File: config.mk
export PLATFORM = sky130hd
export DESIGN_NAME = lsu_store_buffer
export DESIGN_NICKNAME = d
export VERILOG_FILES = /design/src/rtl/lsu_store_buffer.sv
export SDC_FILE = /design/constraint.sdc
export NUM_CORES = 1
export LEC_CHECK = 0
export ABC_AREA = 1
export CAP_MARGIN = 20
export CORE_ASPECT_RATIO = 0.5
export CORE_MARGIN = 5
export CORE_UTILIZATION = 50
export DETAILED_ROUTE_END_ITERATION = 6
export GPL_TIMING_DRIVEN = 1
export PLACE_DENSITY = 0.77
export SYNTH_ARGS = -nofsm -noshare
export SYNTH_HDL_FRONTEND = slang
export SYNTH_SLANG_ARGS = --single-unit
File: constraint.sdc
create_clock -name clk -period 11.5 [get_ports clk]
set_input_delay 1.725 -clock clk [delete_from_list [all_inputs] [get_ports clk]]
set_output_delay 1.725 -clock clk [all_outputs]
set_load 0.005 [all_outputs]
File: src/rtl/lsu_store_buffer.sv
// Quadword-granular store buffer: aligns e0 stores into byte lanes, forwards to e0 loads
// with e1 results, and drains committed entries in order through a valid/ack retire port.
module lsu_store_buffer #(
   parameter int DEPTH   = 4,
   parameter int VA_BITS = 32
) (
   input  logic               clk,
   input  logic               reset_n,
   input  logic               store_e0,
   input  logic               load_e0,
   input  logic [1:0]         op_size_e0,
   input  logic [VA_BITS-1:0] va_e0,
   input  logic [63:0]        store_data_e0,
   input  logic               dealloc_e1,
   output logic               stb_full,
   output logic               stb_empty,
   output logic               stb_hit_e1,
   output logic               stb_fail_e1,
   output logic [63:0]        stb_data_e1,
   output logic               rtr_st_vld_xx,
   output logic [7:0]         rtr_st_be_xx,
   output logic [63:0]        rtr_st_data_xx,
   output logic [VA_BITS-1:0] rtr_st_addr_xx,
   input  logic               rtr_st_ack_xx
);

   localparam int PW = $clog2(DEPTH);
   localparam int CW = PW + 1;

   localparam logic [1:0] OP_SZ_BYTE = 2'd0;
   localparam logic [1:0] OP_SZ_WORD = 2'd1;
   localparam logic [1:0] OP_SZ_LWRD = 2'd2;
   localparam logic [1:0] OP_SZ_QWRD = 2'd3;

   logic          vld_reg  [DEPTH];
   logic          cmt_reg  [DEPTH];
   logic [28:0]   tag_reg  [DEPTH];
   logic [7:0]    be_reg   [DEPTH];
   logic [63:0]   data_reg [DEPTH];

   logic [PW-1:0] head_reg;
   logic [PW-1:0] tail_reg;
   logic [CW-1:0] count_reg;
   logic          alloc_e1_reg;
   logic [PW-1:0] alloc_idx_e1_reg;
   logic          hit_reg;
   logic          fail_reg;
   logic [63:0]   fwd_data_reg;

   logic [28:0]   va_tag;
   logic [2:0]    va_off;
   logic [7:0]    size_mask;
   logic [7:0]    lane_be;
   logic [63:0]   lane_data;
   logic          full;
   logic          alloc;
   logic          dealloc;
   logic          pop;
   logic [PW-1:0] alloc_idx;
   logic [DEPTH-1:0] match;
   logic          fwd_found;
   logic [PW-1:0] fwd_age;
   logic [7:0]    fwd_be;
   logic [63:0]   fwd_data;
   logic          hit_next;
   logic          fail_next;

   assign va_tag = va_e0[31:3];
   assign va_off = va_e0[2:0];

   always_comb begin
      size_mask = 8'h01;
      case (op_size_e0)
         OP_SZ_BYTE: size_mask = 8'h01;
         OP_SZ_WORD: size_mask = 8'h03;
         OP_SZ_LWRD: size_mask = 8'h0F;
         OP_SZ_QWRD: size_mask = 8'hFF;
         default:    size_mask = 8'h01;
      endcase
   end

   // Bytes shifted past the quadword are dropped; misalignment traps upstream.
   assign lane_be   = size_mask << va_off;
   assign lane_data = store_data_e0 << {va_off, 3'b000};

   assign full      = (count_reg == CW'(DEPTH));
   assign stb_full  = full;
   assign stb_empty = (count_reg == '0);

   assign alloc   = store_e0 & ~full;
   assign dealloc = dealloc_e1 & alloc_e1_reg;
   assign pop     = rtr_st_vld_xx & rtr_st_ack_xx;
   // A store squashed this cycle frees tail-1, which a new store reuses immediately.
   assign alloc_idx = dealloc ? (tail_reg - PW'(1)) : tail_reg;

   genvar gi;
   generate
      for (gi = 0; gi < DEPTH; gi++) begin : g_match
         assign match[gi] = vld_reg[gi] && (tag_reg[gi] == va_tag);
      end
   endgenerate

   // Youngest matching entry is the one furthest from head, independent of raw index.
   always_comb begin
      fwd_found = 1'b0;
      fwd_age   = '0;
      fwd_be    = '0;
      fwd_data  = '0;
      for (int i = 0; i < DEPTH; i++) begin
         if (match[i] && (!fwd_found || (PW'(i) - head_reg) > fwd_age)) begin
            fwd_found = 1'b1;
            fwd_age   = PW'(i) - head_reg;
            fwd_be    = be_reg[i];
            fwd_data  = data_reg[i];
         end
      end
   end

   assign hit_next  = load_e0 & fwd_found & ((fwd_be & lane_be) == lane_be);
   assign fail_next = (load_e0 & fwd_found & ((fwd_be & lane_be) != lane_be))
                    | (store_e0 & full);

   always_ff @(posedge clk or negedge reset_n) begin
      if (!reset_n) begin
         head_reg         <= '0;
         tail_reg         <= '0;
         count_reg        <= '0;
         alloc_e1_reg     <= 1'b0;
         alloc_idx_e1_reg <= '0;
         hit_reg          <= 1'b0;
         fail_reg         <= 1'b0;
         fwd_data_reg     <= '0;
         for (int i = 0; i < DEPTH; i++) begin
            vld_reg[i]  <= 1'b0;
            cmt_reg[i]  <= 1'b0;
            tag_reg[i]  <= '0;
            be_reg[i]   <= '0;
            data_reg[i] <= '0;
         end
      end else begin
         head_reg         <= head_reg + PW'(pop);
         tail_reg         <= alloc_idx + PW'(alloc);
         count_reg        <= count_reg + CW'(alloc) - CW'(dealloc) - CW'(pop);
         alloc_e1_reg     <= alloc;
         alloc_idx_e1_reg <= alloc_idx;
         hit_reg          <= hit_next;
         fail_reg         <= fail_next;
         fwd_data_reg     <= hit_next ? fwd_data : 64'd0;
         for (int i = 0; i < DEPTH; i++) begin
            if (pop && head_reg == PW'(i)) begin
               vld_reg[i] <= 1'b0;
               cmt_reg[i] <= 1'b0;
            end
            if (alloc_e1_reg && alloc_idx_e1_reg == PW'(i)) begin
               if (dealloc_e1) vld_reg[i] <= 1'b0;
               else            cmt_reg[i] <= 1'b1;
            end
            if (alloc && alloc_idx == PW'(i)) begin
               vld_reg[i]  <= 1'b1;
               cmt_reg[i]  <= 1'b0;
               tag_reg[i]  <= va_tag;
               be_reg[i]   <= lane_be;
               data_reg[i] <= lane_data;
            end
         end
      end
   end

   assign stb_hit_e1     = hit_reg;
   assign stb_fail_e1    = fail_reg;
   assign stb_data_e1    = fwd_data_reg;
   assign rtr_st_vld_xx  = vld_reg[head_reg] & cmt_reg[head_reg];
   assign rtr_st_be_xx   = be_reg[head_reg];
   assign rtr_st_data_xx = data_reg[head_reg];
   assign rtr_st_addr_xx = VA_BITS'({tag_reg[head_reg], 3'b000});

endmodule

==> results of run 1 <==
synthesized netlist by cell type, drive strengths merged:
master,n
o221ai,1
nor2,284
xor2,5
nand2,1222
nand3,108
o311ai,8
o21ai,674
ha,14
nand4,10
o22ai,32
fa,1
a21boi,2
nor4,2
o211ai,8
mux2i,9
or2,2
dfrtp,488
xnor2,25
conb,1
buf,59
inv,284
a31oi,3
clkinv,3
a21oi,277
nor3,10
clkbuf,201
metal layers:
layer / GRT usage [%] / routed length [um] / part of all wire, %
met3: 4.787 / 7534 / 8.3
met5: 0 / 12 / 0.013
met1: 41.46 / 36470 / 40
met2: 48.70 / 42200 / 47
met4: 12.82 / 4192 / 4.6
path summary, 6_finish.rpt:
path | start | endpoint | cells past startpoint
max | va_e0[10] | stb_data_e1[0]$_DFF_PN0_ | 31
min | data_reg[0]$_DFFE_PN0P_ | data_reg[0]$_DFFE_PN0P_ | 2
max reg2reg | head_reg[1]$_DFF_PN0_ | stb_data_e1[0]$_DFF_PN0_ | 24
min reg2reg | data_reg[0]$_DFFE_PN0P_ | data_reg[0]$_DFFE_PN0P_ | 2
max in group asynchronous | reset_n | data_reg[23]$_DFFE_PN0P_ | 4
min in group asynchronous | reset_n | tag_reg[78]$_DFFE_PN0P_ | 1
worst max-delay path, delay by kind of cell:
family / cells / cell delay (ns)
buf+inv: 6 / 1.92
simple gates: 18 / 3.81
fa+ha+maj: 2 / 0.65
compound gates: 5 / 1.52
placed cells by master, fill, tap and decap left out, types with 3 or more instances in the layout:
master / Yosys / final
clkbuf_16: 0 / 46
clkbuf_1: 200 / 12
bufinv_16: 0 / 3
clkbuf_8: 0 / 7
dfrtp_1: 488 / 487
clkinvlp_4: 0 / 4
nor3_1: 10 / 8
o22ai_1: 32 / 32
nor2_4: 1 / 3
inv_6: 0 / 3
xor2_1: 5 / 5
nand3_1: 106 / 105
nand2_4: 2 / 3
o21ai_0: 661 / 661
ha_1: 14 / 14
nand2_1: 1218 / 1218
clkinv_1: 3 / 3
mux2i_1: 9 / 9
nor2_2: 51 / 51
inv_1: 274 / 269
o311ai_0: 8 / 8
inv_2: 10 / 12
o21ai_1: 13 / 13
nor2_1: 232 / 230
nand4_1: 10 / 10
o211ai_1: 8 / 8
clkdlybuf4s50_1: 0 / 270
a21oi_1: 277 / 276
conb_1: 1 / 3
clkinv_2: 0 / 5
a31oi_1: 3 / 3
xnor2_1: 25 / 25
buf_4: 11 / 31
power by group through the flow:
stage	combinational (mW)	sequential, mW	clock [mW]
floorplan	1.98	2.72	0
global placement	3.34	2.88	0
CTS	3.43	2.88	1.57
finish	3.45	2.90	1.56
detailed placement	3.40	2.90	0
global route	3.82	2.97	1.65
cell type report:
type	count	area (um2)
timing repair buffer	307	3035
antenna	2	5.005
multi-input combinational	2700	12240
clock inverter	15	178.9
sequential	488	12220
tap	701	877.1
fill	4803	21330
inverter	287	1092
clock buffer	65	1292
kinds of logic after synthesis:
logic type,count (synthesis),synth area share (%)
multiplexers,9,0.3391
AND/OR/NAND/NOR,1638,24.45
flip-flops,488,45.96
buffers and inverters,547,8.194
adder cells (fa/ha/maj),15,0.7346
other,1,0.01411
AO/OA/AOI/OAI,1005,19.32
XOR/XNOR,30,0.9889
==> qor.csv, run 1 <==
metric;value;unit
Core Area;52270;um2
Worst IR Drop VDD;0.1563;mV
CTS sink cnt;488;
status;finished clean;
dpl hpwl;58.60;mm
Die Area;58130;um2
RSZ-0062 raised after global routing;no;
layout cells sized above 1;4.842;%
Max Slew Vio Count;0;
Final TNS setup;0;ns
area leader, netlist;dfrtp_1;
Setup Slack @ Placement;1.908;ns
DR pass1 iterations;6;
Rows;59;
DRC viols;0;
Worst path slowest cell;clkdlybuf4s50_1;
hold-fix buffer count after cts;0;
leak pwr;14.66;nW
critical path class;in2reg;
CP Capture Type;register;
initial antenna violation count;3;
R2R Setup Slk;2.99;ns
Final ANT Viol Nets;0;
final hold vios;0;
Pint;4.564;mW
number of flip-flops in the largest register;256;
setup bufs post-CTS;0;
min cycle time layout;9.185;ns
Post-DP Area;29410;um2
CTS Buf Count;46;
deepest clock path buffer count;3;
Unique masters post-synth;37;
htree depth;2;
largest net degree at the start of global routing;161;
fin util;59.20;%
switching power total;3.340;mW
clock slew at reported path FFs;0.06;ns
slew at the pin with the worst max-slew slack;1.108;ns
Placed Instances;4481;
Worst EP required;12.01;ns
post-route insts no fill;4565;
sequential area share after synthesis;45.96;%
cell area after layout;30940;um2
vias in the first global route;24550;
number of synthesized register bits;488;
Hold Slack;0.4928;ns
detailed-route wire length;90.41;mm
Initial DRC Count;2848;
Pwr Total;7.904;mW
achievable clock frequency;108.9;MHz
Crit path top cell by count;nand2_1;
Max FO, Critical Path;71;
Seq pwr share;36.6;%
Ys Warns;0;
vias;25960;
clock latency on the worst-skew pair;0.60;ns
period utilization;79.87;%
total gr overflow;0;
boundary pin count;277;
power per cell area;255.5;nW/um2
CP startpoint kind;input pin;
CTS root buf;clkbuf_16;
synth top area cells;dfrtp_1, nand2_1, o21ai_0;
Maximum Capacitance Violations;0;
vias per cell;5.686;
Initial Util;50.84;%
die height;173;um
clk_skew;0.01633;ns
Placer Congestion;0.9719;
all-layer global routing usage;30.40;%
Slew headroom;25.38;%
post-cts sizing count;0;
worst stage delay on the critical path;0.70;ns
post-synth top area share;45.96;%
CTS tree;built;
Avg Cell Area, Syn;7.117;um2
port bufs;273;
final setup margin;2.315;ns
Syn-to-layout area delta;16.44;%
Mapped Area;26570;um2
first-pass GRT wire length;141.1;mm
nets;3949;
# setup viols final;0;
routed length per instance;19.81;um
Hold WC Path Type;reg2reg;
die width;336;um
Clock power frac;19.8;%
Arr. time, crit path;9.70;ns
Sw Share;42.25;%
Syn Inst Count;3733;
Comb power frac;43.6;%
No activity file was read; power rests on OpenSTA's default activity.
==> run 2: changes to the inputs <==
--- a/config.mk
+++ b/config.mk
@@ -12,7 +12,7 @@
 export CORE_UTILIZATION = 50
 export DETAILED_ROUTE_END_ITERATION = 6
 export GPL_TIMING_DRIVEN = 1
-export PLACE_DENSITY = 0.77
+export PLACE_DENSITY = 0.8
 export SYNTH_ARGS = -nofsm -noshare
 export SYNTH_HDL_FRONTEND = slang
 export SYNTH_SLANG_ARGS = --single-unit
==> constraint.sdc (replaced) <==
create_clock -name clk -period 7.5 [get_ports clk]
set_input_delay 1.125 -clock clk [delete_from_list [all_inputs] [get_ports clk]]
set_output_delay 1.125 -clock clk [all_outputs]
set_load 0.005 [all_outputs]
==> qor.csv, run 2 (synthesis results as in run 1) <==
metric;value;unit
status;finished clean;
Worst EP required;7.96;ns
Maximum Capacitance Violations;0;
Rows;59;
Final ANT Viol Nets;0;
first-pass GRT wire length;141.6;mm
Sw Share;42.04;%
Placer Congestion;0.9668;
Max Slew Vio Count;0;
Max FO, Critical Path;102;
Slew headroom;28.99;%
power per cell area;392.5;nW/um2
CTS sink cnt;488;
Initial DRC Count;3481;
Comb power frac;43.8;%
Initial Util;50.84;%
Setup Slack @ Placement;0.7279;ns
detailed-route wire length;90.55;mm
DRC viols;0;
clk_skew;0.04418;ns
Syn-to-layout area delta;16.95;%
Core Area;52270;um2
critical path class;in2reg;
Arr. time, crit path;6.77;ns
# setup viols final;0;
largest net degree at the start of global routing;193;
vias per cell;5.765;
htree depth;2;
boundary pin count;277;
all-layer global routing usage;30.33;%
Seq pwr share;36.4;%
Clock power frac;19.8;%
number of flip-flops in the largest register;256;
R2R Setup Slk;1.77;ns
Placed Instances;4488;
port bufs;273;
clock slew at reported path FFs;0.06;ns
dpl hpwl;57.81;mm
vias;26340;
cell area after layout;31070;um2
leak pwr;14.75;nW
Pwr Total;12.20;mW
CTS tree;built;
CTS Buf Count;45;
layout cells sized above 1;5.094;%
period utilization;84.06;%
most frequent cells in the layout;nand2_1, o21ai_0, dfrtp_1;
Die Area;58130;um2
final setup margin;1.195;ns
final hold vios;0;
worst stage delay on the critical path;0.75;ns
CP Capture Type;register;
post-cts sizing count;0;
DR pass1 iterations;6;
Pint;7.069;mW
Worst IR Drop VDD;0.3252;mV
initial antenna violation count;3;
switching power total;5.126;mW
die width;336;um
Worst path slowest cell;buf_4;
total gr overflow;0;
Hold WC Path Type;reg2reg;
Crit path max-delay family;buffers and inverters;
die height;173;um
routed length per instance;19.81;um
post-route insts no fill;4570;
slew at the pin with the worst max-slew slack;1.065;ns
nets;3955;
deepest clock path buffer count;3;
hold-fix buffer count after cts;0;
most common cell after layout, fill and taps aside;nand2_1;
Final TNS setup;0;ns
CP Buf/Inv Count;8;
clock latency on the worst-skew pair;0.59;ns
CTS root buf;clkbuf_16;
vias in the first global route;25070;
setup bufs post-CTS;0;
Post-DP Area;29510;um2
CP startpoint kind;input pin;
RSZ-0062 raised after global routing;no;
achievable clock frequency;158.6;MHz
min cycle time layout;6.305;ns
==> run 2: changes by cell type in the layout (fill, tap and decap cells not counted), moves of 2 or more <==
cell	delta
clkinv_2	+3
clkbuf_1	-4
clkbuf_8	+3
buf_12	+2
buf_4	+4
clkinvlp_4	-3
==> run 2: path summary, 6_finish.rpt <==
path	endpoint	start	depth (start not counted)
hold reg to reg	be_reg[19]$_DFFE_PN0P_	be_reg[19]$_DFFE_PN0P_	2
setup / recovery	stb_data_e1[20]$_DFF_PN0_	va_e0[19]	30
min in group asynchronous	tag_reg[60]$_DFFE_PN0P_	reset_n	1
setup reg to reg	stb_data_e1[20]$_DFF_PN0_	head_reg[0]$_DFF_PN0_	21
hold / removal	be_reg[19]$_DFFE_PN0P_	be_reg[19]$_DFFE_PN0P_	2
max in group asynchronous	data_reg[28]$_DFFE_PN0P_	reset_n	2
==> run 2: through the flow <==
step | hold WS [ns] | utilization, %
finish | 0.4956 | 59.45
global route | 0.5197 | 59.45
CTS | 0.4914 | 59.34
detailed placement | 0.4767 | 56.45
global placement | 0.4713 | 56.40
floorplan | 0.4586 | -
==> run 2: worst min-delay path, delay by kind of cell, from the launching register on <==
family           cells  cell delay, ns
and+or+nand+nor      2            0.11
DFF                  1            0.36
==> run 2: cell type report <==
class / count / area (um2)
multi-input cells: 2700 / 12240
clock buffers: 64 / 1319
fillers: 4625 / 21190
clock inverters: 14 / 187.7
repair buffers: 314 / 3133
inverters: 287 / 1094
well taps: 701 / 877.1
flip-flops and latches: 488 / 12220
diodes: 2 / 5.005
==> run 2: power by group through the flow <==
stage               logic [mW]  clock network, mW  registers (mW)
floorplan                 3.03                  0            4.18
global placement          5.13                  0            4.40
detailed placement        5.23                  0            4.43
CTS                       5.28               2.45            4.40
global route              5.88               2.56            4.54
finish                    5.34               2.42            4.44
==> run 2: metal layers <==
layer / GRT usage (%) / routed length (um) / up-vias
li1: - / - / 12210
met1: 40.12 / 34990 / 12340
met2: 48.53 / 41940 / 1507
met3: 5.112 / 8662 / 284
met4: 15.27 / 4949 / 2
met5: 0 / 7 / -
